===== src/rtl/vga_scan_sched.sv =====
// VGA timing generator and test-pattern scheduler for the pixel datapath.
// Optional macro VGA_SCAN_BORDER_EN adds the registered border output.
module vga_scan_sched #(
  parameter int H_ACTIVE       = 640,
  parameter int H_FP           = 16,
  parameter int H_SYNC         = 96,
  parameter int H_BP           = 48,
  parameter int V_ACTIVE       = 480,
  parameter int V_FP           = 10,
  parameter int V_SYNC         = 2,
  parameter int V_BP           = 33,
  parameter int FRAMES_PER_PAT = 60
) (
  input  logic       vga_clk,
  input  logic       vga_rst,
  input  logic       en,
  input  logic       next_pat,
  output logic       hsync,
  output logic       vsync,
  output logic       video_on,
  output logic [9:0] x_pos,
  output logic [9:0] y_pos,
  output logic       frame_start,
  output logic [1:0] pat_sel
`ifdef VGA_SCAN_BORDER_EN
  ,
  output logic       border
`endif
);

  localparam int H_TOTAL = H_ACTIVE + H_FP + H_SYNC + H_BP;
  localparam int V_TOTAL = V_ACTIVE + V_FP + V_SYNC + V_BP;
  localparam int HS_BEG  = H_ACTIVE + H_FP;
  localparam int HS_END  = H_ACTIVE + H_FP + H_SYNC - 1;
  localparam int VS_BEG  = V_ACTIVE + V_FP;
  localparam int VS_END  = V_ACTIVE + V_FP + V_SYNC - 1;
  localparam int FW      =
    (FRAMES_PER_PAT > 1) ? $clog2(FRAMES_PER_PAT) : 1;

  typedef enum logic [1:0] {
    IDLE  = 2'd0,
    RUN   = 2'd1,
    DRAIN = 2'd2
  } state_e;

  state_e        state_q, state_d;
  logic [9:0]    h_q, h_d;
  logic [9:0]    v_q, v_d;
  logic [FW-1:0] frame_q, frame_d;
  logic          pend_q, pend_d;
  logic [1:0]    pat_q, pat_d;

  logic          scan;
  logic          h_last;
  logic          v_last;
  logic          wrap;

  logic          von_d;
  logic          hs_d;
  logic          vs_d;
  logic          fs_d;

  assign scan   = (state_q != IDLE);
  assign h_last = (h_q == 10'(H_TOTAL - 1));
  assign v_last = (v_q == 10'(V_TOTAL - 1));
  assign wrap   = scan && h_last && v_last;

  // Scan FSM: a frame that has started always runs to its wrap.
  always_comb begin
    state_d = state_q;
    unique case (state_q)
      IDLE: begin
        if (en) state_d = RUN;
      end
      RUN: begin
        if (!en) state_d = wrap ? IDLE : DRAIN;
      end
      DRAIN: begin
        if (en) state_d = RUN;
        else if (wrap) state_d = IDLE;
      end
      default: state_d = IDLE;
    endcase
  end

  // Raster counters advance only while scanning, parked at 0 in IDLE.
  always_comb begin
    h_d = h_q;
    v_d = v_q;
    if (scan) begin
      if (h_last) begin
        h_d = '0;
        v_d = v_last ? '0 : v_q + 10'd1;
      end else begin
        h_d = h_q + 10'd1;
      end
    end
  end

  // Pattern scheduler: pat changes only at a frame wrap, by at most one.
  // A request seen on the wrap cycle itself is carried to the next wrap.
  always_comb begin
    frame_d = frame_q;
    pend_d  = pend_q | next_pat;
    pat_d   = pat_q;
    if (wrap) begin
      if (pend_q || frame_q == FW'(FRAMES_PER_PAT - 1)) begin
        pat_d   = pat_q + 2'd1;
        frame_d = '0;
      end else begin
        frame_d = frame_q + FW'(1);
      end
      pend_d = next_pat;
    end
  end

  // Decode of the current counter state, registered below.
  always_comb begin
    von_d = scan && (h_q < 10'(H_ACTIVE)) && (v_q < 10'(V_ACTIVE));
    hs_d  = !(scan && h_q >= 10'(HS_BEG) && h_q <= 10'(HS_END));
    vs_d  = !(scan && v_q >= 10'(VS_BEG) && v_q <= 10'(VS_END));
    fs_d  = scan && (h_q == 10'd0) && (v_q == 10'd0);
  end

  // Control and counter state registers.
  always_ff @(posedge vga_clk or posedge vga_rst) begin
    if (vga_rst) begin
      state_q <= IDLE;
      h_q     <= '0;
      v_q     <= '0;
      frame_q <= '0;
      pend_q  <= 1'b0;
      pat_q   <= '0;
    end else begin
      state_q <= state_d;
      h_q     <= h_d;
      v_q     <= v_d;
      frame_q <= frame_d;
      pend_q  <= pend_d;
      pat_q   <= pat_d;
    end
  end

  // Output registers; pat_sel moves together with frame_start.
  always_ff @(posedge vga_clk or posedge vga_rst) begin
    if (vga_rst) begin
      hsync       <= 1'b1;
      vsync       <= 1'b1;
      video_on    <= 1'b0;
      x_pos       <= '0;
      y_pos       <= '0;
      frame_start <= 1'b0;
      pat_sel     <= '0;
    end else begin
      hsync       <= hs_d;
      vsync       <= vs_d;
      video_on    <= von_d;
      x_pos       <= von_d ? h_q : 10'd0;
      y_pos       <= von_d ? v_q : 10'd0;
      frame_start <= fs_d;
      pat_sel     <= pat_q;
    end
  end

`ifdef VGA_SCAN_BORDER_EN
  // Outline of the active window, aligned with video_on.
  always_ff @(posedge vga_clk or posedge vga_rst) begin
    if (vga_rst) begin
      border <= 1'b0;
    end else begin
      border <= von_d &&
                (h_q == 10'd0 || h_q == 10'(H_ACTIVE - 1) ||
                 v_q == 10'd0 || v_q == 10'(V_ACTIVE - 1));
    end
  end
`endif

endmodule

===== config.mk =====
export PLATFORM = sky130hd
export DESIGN_NAME = vga_scan_sched
export DESIGN_NICKNAME = d
export VERILOG_FILES = /design/src/rtl/vga_scan_sched.sv
export SDC_FILE = /design/constraint.sdc
export NUM_CORES = 1
export LEC_CHECK = 0
export ABC_AREA = 1
export CAP_MARGIN = 30
export CORE_ASPECT_RATIO = 1.5
export CORE_MARGIN = 2
export CORE_UTILIZATION = 45
export DETAILED_ROUTE_END_ITERATION = 10
export PLACE_DENSITY_LB_ADDON = 0.2
export SLEW_MARGIN = 20
export SYNTH_ARGS = -nofsm -noshare
export SYNTH_HDL_FRONTEND = slang
export SYNTH_SLANG_ARGS = --single-unit

===== constraint.sdc =====
create_clock -name vga_clk -period 2.1 [get_ports vga_clk]
set_clock_uncertainty 0.05 [all_clocks]
set_input_delay 0.42 -clock vga_clk [delete_from_list [all_inputs] [get_ports vga_clk]]
set_output_delay 0.42 -clock vga_clk [all_outputs]
set_load 0.02 [all_outputs]

**Word-level counts from Yosys, hierarchy flattened**

Index checks and enable logic that the tools add are counted.
W data, S select, Z words.

- Bits of input ports: 4
- Output and inout bits: 26
- Register bits after elaboration: 57
- Logic and storage cells: 64

- Reduce and logical (&&, ||, !) cells: 20
- Bitwise gates (word level): 1
- Equal/unequal tests: 8
- Order comparisons: 6
- Mux-type cells: 12
- $add $sub $neg: 4

Operators with widths:

| cell | number |
|---|---|
| $mux W10 | 4 |
| $add A10 B1 Y10 const B | 2 |
| $eq A10 B10 Y1 const B | 2 |
| $logic_not A10 Y1 | 2 |
| $ge A10 B10 Y1 const B | 1 |
| $ge A10 B9 Y1 const B | 1 |
| $le A10 B10 Y1 const B | 1 |
| $le A10 B9 Y1 const B | 1 |
| $logic_and A1 B1 Y1 | 10 |
| $lt A10 B10 Y1 const B | 1 |
| $lt A10 B9 Y1 const B | 1 |
| $mux W2 | 5 |
| $add A6 B1 Y6 const B | 1 |
| $eq A6 B6 Y1 const B | 1 |
| $mux W6 | 1 |
| $pmux W2 S3 | 1 |
| $ne A2 B2 Y1 const B | 2 |
| $reduce_and A2 Y1 | 2 |
| $ne A3 B3 Y1 const B | 1 |
| $reduce_and A3 Y1 | 1 |
| $add A2 B1 Y2 const B | 1 |
| $eq A2 B1 Y1 const B | 1 |
| $eq A2 B2 Y1 const B | 1 |
| $logic_not A1 Y1 | 2 |
| other kinds (5) | 5 |

**Depth between registers and ports, before layout**

- Depth in word-level cells: 6
- Depth in mapped cells: 9
- Gate-level depth less buffers: 9

**Worst setup path before layout**

No wires, ideal clock.

- Path kind: register to register
- Start point: reg v_q[0]
- End point: reg pat_q[1]
- Data required time: 1.984 ns
- Library setup time: 0.066 ns
- Arrival time: 1.361 ns
- Cell stages (with the launch flop): 10
- Setup slack: 0.623 ns
- Cells stage by stage: dfrtp_1 -> inv_1 -> ha_1 -> nand3_1 -> nor2_2 -> nand2_2 -> nor2_4 -> buf_6 -> nand3_1 -> nand2_1

- Longest elaborated chain between the ends: 3

Ends and longest elaborated chain:

| item | RTL line | text |
|---|---|---|
| start: declaration | 48 | `logic [9:0] v_q, v_d;` |
| start signal: assignment | 137 | `v_q <= v_d;` |
| $eq A10 B10 Y1 | 65 | `assign v_last = (v_q == 10'(V_TOTAL - 1));` |
| $logic_and A1 B1 Y1 | 66 | `assign wrap = scan && h_last && v_last;` |
| $reduce_and A2 Y1 (no source line) | - |  |
| end signal: assignment | 140 | `pat_q <= pat_d;` |
| end: declaration | 51 | `logic [1:0] pat_q, pat_d;` |

No other way between the ends.
A chain may end at the register's enable or synchronous reset.

**Worst setup path after layout**

- Start point: reg hsync
- End point: out hsync

RTL lines:

| item | RTL line | text |
|---|---|---|
| start: declaration | 18 | `output logic hsync,` |
| start signal: assignment | 155 | `hsync <= hs_d;` |

No word-level cell between the ends.

==> qor.csv <==
metric,value,unit
ys async rst share,100,%
CP Launch Point,hsync$_DFF_PP1_,
GR Util All Layers,18.8,%
worst hold path class,in2async,
sequential share of the synthesized area,53.4,%
Core ar.,5790,sq um
"CP delay by family, top",buffers and inverters,
CP max stage delay,0.59,ns
worst-case reg-to-reg path depth,9,
Synth Cell Area,2670,sq um
sequential share of power,49.9,%
post-synthesis instance total,304,
detailed placer's ending HPWL,4040,um
final total power,2.54,mW
# setup viols final,0,
Final Critical Period,1.90,ns
dominant synthesized flop cell,dfrtp_1,
Critical Path Stages,1,
Max VDD drop,0.593,mV
worst skew pair latency,0.33,ns
RSZ-0062 raised after global routing,no,
Starting Density,46.2,%
# resized after CTS,0,
I/O pins,30,
Post-CTS Repair Setup Buffers,0,
DRT Wirelength,5350,um
Slew Limit Fails,0,
Post-synth EDFFs,0,
crit-path max FO,1,
WP data required,1.63,ns
Root Buffer,clkbuf_8,
main area contributors after synthesis,"dfrtp_1 51%, nand2_1 8.3%, nor2_1 6.2%",
max-cap violation count,0,
first-pass GRT wire length,9070,um
Vias,2054,
Comb power frac,16.8,%
WL/cell,12.7,um
layout overhead on the synthesized area,20.5,%
status,"complete, no violations",
Via density,4.89,
TritonCTS clock tree,built,
r2r endpoint,frame_q[5]$_DFFE_PP0P_,
RR Startpoint,v_q[0]$_DFFE_PP0P_,
CTS max path bufs,2,
die area,6590,sq um
CP Data Arrival Time,1.43,ns
Num CTS Buffers,9,
share of layout cells above drive strength 1,10.6,%
drt pass-1 iters,6,
# hold bufs at CTS,0,
syn nets,313,
Setup crit end,hsync,
clk slew on worst S/H paths,0.07,ns
clock power share,33.3,%
switching part of the total,30.3,%
Die Y,98.4,um
PD cells,788,nW/um^2
global route overflow,0,
startpoint types,register,
Leak,1.51,nW
vias in the first global route,1958,
htree depth,3,
share of the synthesized area in the top cell type,51.5,%
Synthesis Warnings,0,
Final Cycle Share,90.4,%
ant diodes,0,
"Slowest-stage cell, CP",clkdlybuf4s50_1,
R2R Setup Slk,0.36,ns
"Cell Chain, Critical Path",clkdlybuf4s50_1,
fmax,0.527,GHz
"FF+latch count, synth",57,
Die W,66.9,um
num rows,34,
cell taking the most area after synthesis,dfrtp_1,
Post-Route Setup TNS,0,ns
fin cells,420,
largest net degree at the start of global routing,23,
residual DRC count,0,
Antenna Nets Post-Route,0,
Final Hold Vio Count,0,
GP Congestion,0.926,
critical setup path kind,reg2out,
# nets final,352,
Psw,0.769,mW
Cell Int Power,1.77,mW
Cells after DPL,404,
CP endpoint kind,output port,
WP buf/inv,1,
PortBufs,29,
antenna violations before repair,0,
syn avg cell area,8.80,sq um
Clock Sinks,57,
Yosys cell types,29,
DR iter-0 viols,163,
-- final cells by class --
type | instances | area [sq um]
multi-input combinational | 199 | 1040
tap | 72 | 90.1
sequential | 57 | 1430
fill | 573 | 2560
clock buffer | 10 | 128
clock inverter | 6 | 35.0
timing repair buffer | 35 | 348
inverter | 41 | 154
-- kinds of logic after synthesis --
family / synth area share [%]
flip-flops: 53.4
buffers and inverters: 7.72
XOR/XNOR: 4.91
other: 0.140
AND/OR/NAND/NOR: 26.4
AO/OA/AOI/OAI: 5.05
adder cells (fa/ha/maj): 2.34
-- synthesized netlist by cell type (2+ instances only) --
library cell   n
nand2_2        3
nor2_4         4
nor2_2         2
buf_6          2
inv_1         39
dfstp_2        2
dfrtp_1       55
nand2_1       59
nand4_1        8
ha_1           5
nor3_1         8
buf_2          3
xnor2_1        2
a21oi_1        3
o2111ai_1      2
nor2_1        44
xor2_1        13
nand3_1       23
o21ai_0       16
buf_4          2
-- sequential cells by signal (all words and copies together) (netlist names) --
register,flops
pat_sel,2
y_pos,10
frame_start,1
state_q,2
v_q,10
pat_q,2
pend_q,1
video_on,1
hsync,1
x_pos,10
frame_q,6
h_q,10
vsync,1
-- placed cells by master (no fill, tap or decap), types with 3 or more instances in the layout --
cell / count
nor2_1: 44
a21oi_1: 3
nand2_2: 3
nand4_1: 8
nor2_4: 4
ha_1: 5
inv_1: 38
dfrtp_1: 55
clkdlybuf4s50_1: 29
xor2_1: 13
buf_4: 5
clkbuf_8: 9
o21ai_0: 16
nand2_1: 59
nor3_1: 8
nand3_1: 23
clkinv_2: 4
-- through the flow --
stage	utilization (%)	hold slack [ns]	setup slack, ns	cell area (sq um)
5_1_grt	55.7	0.304	0.159	3220
4_1_cts	55.7	0.275	0.177	3220
6_report	55.7	0.287	0.202	3220
3_5_place_dp	52.9	0.361	0.364	3060
2_1_floorplan	-	0.342	0.234	2670
3_3_place_gp	52.9	0.373	0.410	3060
-- metal layers --
layer  wire length [um]  GRT usage [%]
met5                  0              0
met2               2760           29.9
met3                227           4.84
met4                227           10.8
met1               2130           22.5
-- how the worst min path moves through the flow --
stage               slack (ns)            startpoint              endpoint  cells past startpoint
floorplan                 0.34  pat_q[1]$_DFFE_PP0P_  pat_sel[1]$_DFF_PP0_                      0
global placement          0.37  pat_q[1]$_DFFE_PP0P_  pat_sel[1]$_DFF_PP0_                      0
detailed placement        0.36  pat_q[1]$_DFFE_PP0P_  pat_sel[1]$_DFF_PP0_                      0
CTS                       0.28               vga_rst  pat_sel[0]$_DFF_PP0_                      2
global route              0.30               vga_rst  pat_sel[0]$_DFF_PP0_                      2
finish                    0.29               vga_rst  pat_sel[0]$_DFF_PP0_                      2
-- power groups by stage --
stage                     Clock (mW)  Sequential [mW]  Combinational (mW)
after floorplan                    0             1.32               0.223
after global routing           0.918             1.28               0.476
after global placement             0             1.29               0.434
after CTS                      0.876             1.27               0.434
final                          0.844             1.27               0.427
after detailed placement           0             1.29               0.431
(Power assumes the default switching activity.)
